File: src/rtl/w5300_bus_master.sv
// Host-bus master for the W5300 parallel interface: one request of 1..MAX_BYTES bytes
// becomes a train of CS/RD/WR beats with programmable setup, strobe and hold timing.
module w5300_bus_master #(
    parameter int ADDR_W     = 10,
    parameter int DATA_W     = 8,
    parameter int MAX_BYTES  = 4,
    parameter int SETUP_CYC  = 1,
    parameter int STROBE_CYC = 3,
    parameter int HOLD_CYC   = 1
) (
    input  logic                           clk,
    input  logic                           rst,
    input  logic                           req_valid,
    output logic                           req_ready,
    input  logic                           req_write,
    input  logic                           req_fixed,
    input  logic [ADDR_W-1:0]              req_addr,
    input  logic [$clog2(MAX_BYTES+1)-1:0] req_len,
    input  logic [8*MAX_BYTES-1:0]         req_wdata,
    output logic                           rsp_valid,
    output logic [8*MAX_BYTES-1:0]         rsp_rdata,
    output logic                           busy,
    output logic [ADDR_W-1:0]              addr,
    output logic                           cs_n,
    output logic                           rd_n,
    output logic                           wr_n,
    output logic [DATA_W-1:0]              data_o,
    output logic                           data_oe,
    input  logic [DATA_W-1:0]              data_i
);

    localparam int BYTES   = DATA_W / 8;
    localparam int LEN_W   = $clog2(MAX_BYTES + 1);
    localparam int DW      = 8 * MAX_BYTES;
    localparam int BEAT_SH = (DATA_W == 16) ? 1 : 0;
    localparam logic [LEN_W-1:0] MAX_LEN     = LEN_W'(MAX_BYTES);
    localparam logic [3:0]       SETUP_LAST  = 4'(SETUP_CYC - 1);
    localparam logic [3:0]       STROBE_LAST = 4'(STROBE_CYC - 1);
    localparam logic [3:0]       HOLD_LAST   = 4'((HOLD_CYC == 0) ? 0 : HOLD_CYC - 1);

    typedef enum logic [2:0] {IDLE, SETUP, STROBE, HOLD, DONE} state_t;

    state_t            state_reg, state_next;
    logic [3:0]        cnt_reg;
    logic              write_reg, fixed_reg, odd_reg;
    logic [ADDR_W-1:0] addr_reg;
    logic [LEN_W-1:0]  beats_reg;
    logic [DW-1:0]     wshift_reg, rshift_reg, rshift_next, rdata_reg;
    logic [LEN_W-1:0]  len_eff;
    logic [LEN_W:0]    beats_calc;
    logic              accept, last_beat, strobe_end, beat_end, sample, active;

    assign accept     = (state_reg == IDLE) && req_valid;
    assign len_eff    = (req_len == '0 || req_len > MAX_LEN) ? MAX_LEN : req_len;
    assign beats_calc = ({1'b0, len_eff} + (LEN_W+1)'(BYTES - 1)) >> BEAT_SH;
    assign last_beat  = (beats_reg == LEN_W'(1));
    assign strobe_end = (state_reg == STROBE) && (cnt_reg == STROBE_LAST);
    assign beat_end   = ((state_reg == HOLD) && (cnt_reg == HOLD_LAST)) ||
                        ((HOLD_CYC == 0) && strobe_end);
    // Read data is captured on the edge that closes the last strobe cycle.
    assign sample     = strobe_end && !write_reg;
    assign active     = (state_reg == SETUP) || (state_reg == STROBE) || (state_reg == HOLD);

    always_ff @(posedge clk) begin
        if (rst) begin
            state_reg <= IDLE;
            cnt_reg   <= '0;
        end else begin
            state_reg <= state_next;
            cnt_reg   <= (state_next != state_reg) ? 4'd0 : cnt_reg + 4'd1;
        end
    end

    always_comb begin
        state_next = state_reg;
        case (state_reg)
            IDLE:    if (req_valid) state_next = SETUP;
            SETUP:   if (cnt_reg == SETUP_LAST) state_next = STROBE;
            STROBE:  if (strobe_end) begin
                         if (HOLD_CYC != 0) state_next = HOLD;
                         else               state_next = last_beat ? DONE : SETUP;
                     end
            HOLD:    if (beat_end) state_next = last_beat ? DONE : SETUP;
            DONE:    state_next = IDLE;
            default: state_next = IDLE;
        endcase
    end

    always_comb begin
        rshift_next = rshift_reg;
        if (sample) rshift_next = (rshift_reg << DATA_W) | DW'(data_i);
    end

    // Write data is left-justified on acceptance so each beat takes the top lane(s);
    // zeros shifted in fill the unused low lane of an odd-length 16-bit transfer.
    always_ff @(posedge clk) begin
        if (rst) begin
            write_reg  <= 1'b0;
            fixed_reg  <= 1'b0;
            odd_reg    <= 1'b0;
            addr_reg   <= '0;
            beats_reg  <= '0;
            wshift_reg <= '0;
            rshift_reg <= '0;
            rdata_reg  <= '0;
        end else begin
            if (accept) begin
                write_reg  <= req_write;
                fixed_reg  <= req_fixed;
                odd_reg    <= (BYTES == 2) && len_eff[0];
                addr_reg   <= req_addr;
                beats_reg  <= beats_calc[LEN_W-1:0];
                wshift_reg <= req_wdata << {MAX_LEN - len_eff, 3'b000};
                rshift_reg <= '0;
            end else begin
                rshift_reg <= rshift_next;
                if (beat_end) begin
                    beats_reg  <= beats_reg - LEN_W'(1);
                    wshift_reg <= wshift_reg << DATA_W;
                    if (!fixed_reg && !last_beat) addr_reg <= addr_reg + ADDR_W'(BYTES);
                end
            end
            if (state_next == DONE && !write_reg)
                rdata_reg <= odd_reg ? (rshift_next >> 8) : rshift_next;
        end
    end

    always_comb begin
        req_ready = (state_reg == IDLE);
        busy      = (state_reg != IDLE);
        rsp_valid = (state_reg == DONE);
        cs_n      = !active;
        rd_n      = !((state_reg == STROBE) && !write_reg);
        wr_n      = !((state_reg == STROBE) && write_reg);
        data_oe   = active && write_reg;
        data_o    = (active && write_reg) ? wshift_reg[DW-1 -: DATA_W] : '0;
    end

    assign addr      = addr_reg;
    assign rsp_rdata = rdata_reg;

endmodule

File: config.mk
export PLATFORM = sky130hd
export DESIGN_NAME = w5300_bus_master
export DESIGN_NICKNAME = d
export VERILOG_FILES = /design/src/rtl/w5300_bus_master.sv
export SDC_FILE = /design/constraint.sdc
export NUM_CORES = 1
export LEC_CHECK = 0
export BUFFER_PORTS_ARGS = -buffer_cell sky130_fd_sc_hd__buf_2
export CAP_MARGIN = 10
export CELL_PAD_IN_SITES_DETAIL_PLACEMENT = 0
export CELL_PAD_IN_SITES_GLOBAL_PLACEMENT = 1
export CORE_ASPECT_RATIO = 2
export CORE_MARGIN = 5
export CORE_UTILIZATION = 35
export CTS_CLUSTER_DIAMETER = 80
export CTS_CLUSTER_SIZE = 8
export DETAILED_ROUTE_END_ITERATION = 6
export GPL_TIMING_DRIVEN = 0
export PLACE_DENSITY_LB_ADDON = 0.1
export SYNTH_ARGS = -nofsm -noshare
export SYNTH_HDL_FRONTEND = slang
export SYNTH_SLANG_ARGS = --single-unit
File: constraint.sdc
create_clock -name clk -period 3 [get_ports clk]
set_input_delay 0.3 -clock clk [delete_from_list [all_inputs] [get_ports clk]]
set_output_delay 0.3 -clock clk [all_outputs]
set_load 0.005 [all_outputs]
# After elaboration in Yosys (flattened, before gate mapping)
# Index checks and enable logic that the tools add are counted.
# op_classes
div,0
add_sub_neg,4
bitwise,1
n_shift,1
order_cmp,1
mux,16
n_reduce_logical,27
n_eq_ne,8
n_mul,0
# ops
operator,count
$mux W32,3
$or A32 B8 Y32,1
$shl A32 B6 Y32,1
$mux W10,3
$mux W3,8
$pmux W3 S4,1
$add A10 B1 Y10 const B,1
$logic_and A1 B1 Y1,9
$mux W8,1
$eq A3 B1 Y1 const B,2
$eq A3 B2 Y1 const B,2
$eq A3 B3 Y1 const B,2
$logic_not A1 Y1,6
$logic_not A3 Y1,2
$add A4 B1 Y4 const B,1
$eq A4 B2 Y1 const B,1
$logic_not A4 Y1,1
$reduce_bool A2 Y1,2
$reduce_or A2 Y1,2
$gt A3 B3 Y1 const B,1
$logic_or A1 B1 Y1,3
$ne A3 B3 Y1,1
$reduce_bool A3 Y1,1
$sub A3 B1 Y3 const B,1
other kinds (2),2
# word_totals
in_bits,58
mem_bits_rw,0
romBits,0
latchBits,0
ff_bits,118
n_memories,0

# Longest topological paths before layout
# depth
depth_word,6
ltp_mapped,13
mapped_depth_nobuf,9

# Worst setup path after synthesis
# No wires, ideal clock.
# synth_path
path_kind,input-to-reg
from,in req_len[1]
to,reg wshift_reg[0]
path_stages,13
arrival_time_ps,3084
setup_ps,117
t_required_ps,2883
setup_slack_ps,-201
cell_sequence,or2_2 ha_1 nor2b_1 clkbuf_1 clkinv_1 clkbuf_1 ha_1 clkbuf_1 inv_1 and3_1 buf_2 nor3b_4 a22o_1
# synth_via
elab_chain_cells,6
# synth_lines
element,line_no,text
from (decl),18,"input logic [$clog2(MAX_BYTES+1)-1:0] req_len,"
$gt A3 B3 Y1 / $logic_not A3 Y1 (equally long branches),54,assign len_eff = (req_len == '0 || req_len > MAX_LEN) ? MAX_LEN : req_len;
$logic_or A1 B1 Y1,54,
$mux W3 (*),54,
$sub A3 B3 Y3 (*),113,"wshift_reg <= req_wdata << {MAX_LEN - len_eff, 3'b000};"
$shl A32 B6 Y32 (*),113,
$mux W32 (*),107,if (accept) begin
to (signal assigned),113,
to (signal assigned),119,wshift_reg <= wshift_reg << DATA_W;
to (decl),48,"logic [DW-1:0] wshift_reg, rshift_reg, rshift_next, rdata_reg;"
# Every way passes the cells marked *; elsewhere a longest branch is shown, timed or not.
# A chain may end at the register's enable or synchronous reset.

# Final worst setup path
# layout_path
from,reg cnt_reg[0]
to,"reg rdata_reg[5], in the netlist rsp_rdata[5]"
# layout_via
elab_chain_cells,6
# layout_lines
element,line_no,text
from (decl),44,logic [3:0] cnt_reg;
from (signal assigned),70,cnt_reg <= (state_next != state_reg) ? 4'd0 : cnt_reg + 4'd1;
$eq A4 B2 Y1 / $logic_not A4 Y1 (equally long branches),"57, 58, 78",
$logic_and A1 B1 Y1 (on tied branches),"57, 58",
$mux W3 (on tied branches),"79, 83",
$pmux W3 S4,76,case (state_reg)
$eq A3 B3 Y1,123,if (state_next == DONE && !write_reg)
$logic_and A1 B1 Y1,123,
to (signal assigned),124,rdata_reg <= odd_reg ? (rshift_next >> 8) : rshift_next;
to (decl),48,
# Several ways; a longest one is shown, not always the timed one.

==> summary.txt <==
Timing
  – Fin crit share: 0.935
  – Max-slew headroom: 0.317
  – RSZ-0062 raised after global routing: no
  – Final Slew Violations: 0
  – Least-Margin Pin Slew: between 1 and 1.5 ns
  – Count of final setup violators: 0
  – Fin crit period: 2.81 ns
  – Clk_skew: between 0.01 and 0.015 ns
  – Max frequency: approximately 360 MHz
  – Final hold viol count: 0

Route
  – DRT iter0 DRCs: about 170
  – WL final: ~17000 um
  – WL/cell: about 18 um
  – DRC: 0
  – Vias after detailed routing: 4720
  – First-pass detailed-route iteration total: 4
  – Final antenna-violating net count: 0
  – Via-to-Cell Ratio: slightly above 5

Logic synthesis
  – Syn Nets: approximately 660
  – Synth Flop Type: dfxtp_1
  – Synth cell types: 41
  – Cells after Synth: 597
  – Mapped cell area: between 5000 and 6000 sq um
  – Synth Warn #: 0
  – Yosys reg bits: around 120
  – Mean Syn Cell Area: 8.63 sq um
  – Post-synth EDFFs: 0
  – Post-synth ARST share: 0
  – Post-synthesis sequential area ratio: 0.458

GRT
  – First-pass GRT wire length: between 20000 and 30000 um
  – GRT overflow: 0
  – Vias in the first global route: 4942
  – Initial antenna violation count: 0
  – GRT Util Overall: 0.202
  – Largest net degree at the start of global routing: 17

Finish
  – Finished Layout Cells: between 900 and 1000
  – ANT cells: 0
  – # nets final: a little under 800
  – Share of layout cells above drive strength 1: 0.231
  – Synth-to-Final Area Change: 28.6%
  – Commonest non-fill, non-tap cell in the layout: buf_2
  – FILL cells: 1546
  – FF/Latch Area: approximately 2400 sq um
  – Most frequent cells in the layout: buf_2 (120), dfxtp_1 (118), nor2_1 (106), nand2_1 (69), a211oi_1 (65)
  – Multi-input gate area: ~2600 sq um

Worst setup path
  – Slowest cell on crit path: nor3_2
  – Worst path max stage delay: around 0.67 ns
  – Critical Path RT: between 3 and 4 ns
  – CP Max Fanout: 10
  – Worst Path Arrival: around 3.1 ns
  – Critical path class: reg -> reg
  – CP Launch Type: flip-flop
  – Critical Path End Type: flip-flop
  – Crit path cell chain: inv_1, ha_1, and4bb_2, nand2_1, nor3_2, clkbuf_1, nor2_1, a211oi_1

Status
  – Status: completed

Floorplan
  – Core Box Area: between 10000 and 15000 sq um
  – I/O pin cnt: 115
  – Full die area: around 17000 sq um
  – Starting Density: 0.357
  – Rows: 62
  – Die W: ~96 um
  – Vert. Die Dim: between 150 and 200 um

Place
  – Post-DP HPWL: 13600 um
  – I/O Buffers: 114
  – Placer congestion estimate: 0.888
  – Dpl cells: ~900

CTS
  – Clock-pin slew on the worst setup and hold paths: approximately 0.060 ns
  – Root Driver: clkbuf_16
  – TritonCTS Sinks: between 100 and 150
  – CTS buffer count: 17
  – CTS tree: built
  – Clock Tree Buf Depth: 2
  – H-tree levels: 4
  – Worst-Skew Late Latency: 0.42 ns
  – CTS Hold Buffers Added: 0

Power and ir drop
  – Pwr Total: 4.96 mW
  – Pwr dens: 750 nW/um^2
  – Leakage power: approximately 2.9 nW
  – VDD IR max: 502 uV

Run
  – Max-Cap Viols: 0

Hold path
  – Worst hold path class: in -> reg
-- repair_timing --
| item | 4_1_cts | 5_1_grt |
|---|---|---|
| setup endpoints to repair | 20 | 32 |
| endpoints found under the hold margin | 0 | 0 |
| buffers inserted | 2 | 0 |
| resized for setup | 2 | 5 |
-- per-layer routing --
layer  part of all wire  global-route usage  up-vias
li1                   -                   -     2347
met1               0.33               0.173     2211
met2               0.59               0.404      117
met3              0.030              0.0398       45
met4              0.055               0.116        0
met5                  0                   0        -
-- critical path: cells and delay by family, from the launching register on --
kind                     cells  cell delay [ns]
buffers and inverters        2             0.61
AND/OR/NAND/NOR              4             1.35
flip-flops                   1             0.33
AO/OA/AOI/OAI                1             0.26
adder cells (fa/ha/maj)      1             0.16
-- synthesized netlist by cell type (11+ instances only) --
| cell | number | area, sq um |
|---|---|---|
| nand2_1 | 69 | 259 |
| nor2_1 | 106 | 398 |
| o21ai_0 | 34 | 170 |
| dfxtp_1 | 118 | 2360 |
| nand3_1 | 20 | 100 |
| clkbuf_1 | 35 | 131 |
| a211oi_1 | 65 | 488 |
| xor2_1 | 11 | 96.3 |
| mux2i_1 | 41 | 410 |
| and2_1 | 13 | 81.3 |
-- final cells by class --
cell class / count / share of cell area
Timing Repair Buffer: 116 / 0.0884
Clock buffer: 18 / 0.0663
Inverter: 9 / 0.00586
Buffer: 41 / 0.0291
Sequential cell: 118 / 0.357
Clock inverter: 13 / 0.0297
Tap cell: 192 / 0.0363
Multi-Input combinational cell: 426 / 0.388
-- kinds of logic after synthesis --
kind of cell	synth area share
xor+xnor	0.0238
mux	0.0796
fa+ha+maj	0.0194
compound gates	0.163
simple gates	0.210
flops	0.458
buf+inv	0.0457
-- where the power goes --
part / switching [mW] / internal [mW] / total, mW
clock: 0.767 / 1.42 / 2.19
combinational: 0.580 / 0.355 / 0.935
sequential: 0.120 / 1.72 / 1.84
total: 1.47 / 3.50 / 4.96
-- path summary, 6_finish.rpt --
path                                            startpoint                          to  slack, ns  depth (start not counted)
worst max-delay path                 cnt_reg[0]$_SDFF_PP0_   rsp_rdata[5]$_SDFFE_PP0P_       0.19                          8
worst min-delay path                           req_addr[9]        addr[9]$_SDFFE_PP0P_       0.12                          3
worst max register to register       cnt_reg[0]$_SDFF_PP0_   rsp_rdata[5]$_SDFFE_PP0P_       0.19                          8
worst min register to register  wshift_reg[5]$_SDFFE_PP0P_  wshift_reg[5]$_SDFFE_PP0P_       0.47                          1
-- per-stage QoR --
stage	hold WS (ns)	utilization	worst slack (ns)	cell area [sq um]	TNS (ns)
CTS	0.102	0.458	0.000232	6620	0
floorplan	0.409	-	0.0158	5150	0
detailed placement	0.451	0.413	-0.740	5970	-17.09
global route	0.121	0.459	0.00938	6620	0
global placement	0.441	0.413	-0.746	5970	-17.29
finish	0.116	0.459	0.195	6620	0
No activity file was read; power rests on OpenSTA's default activity.
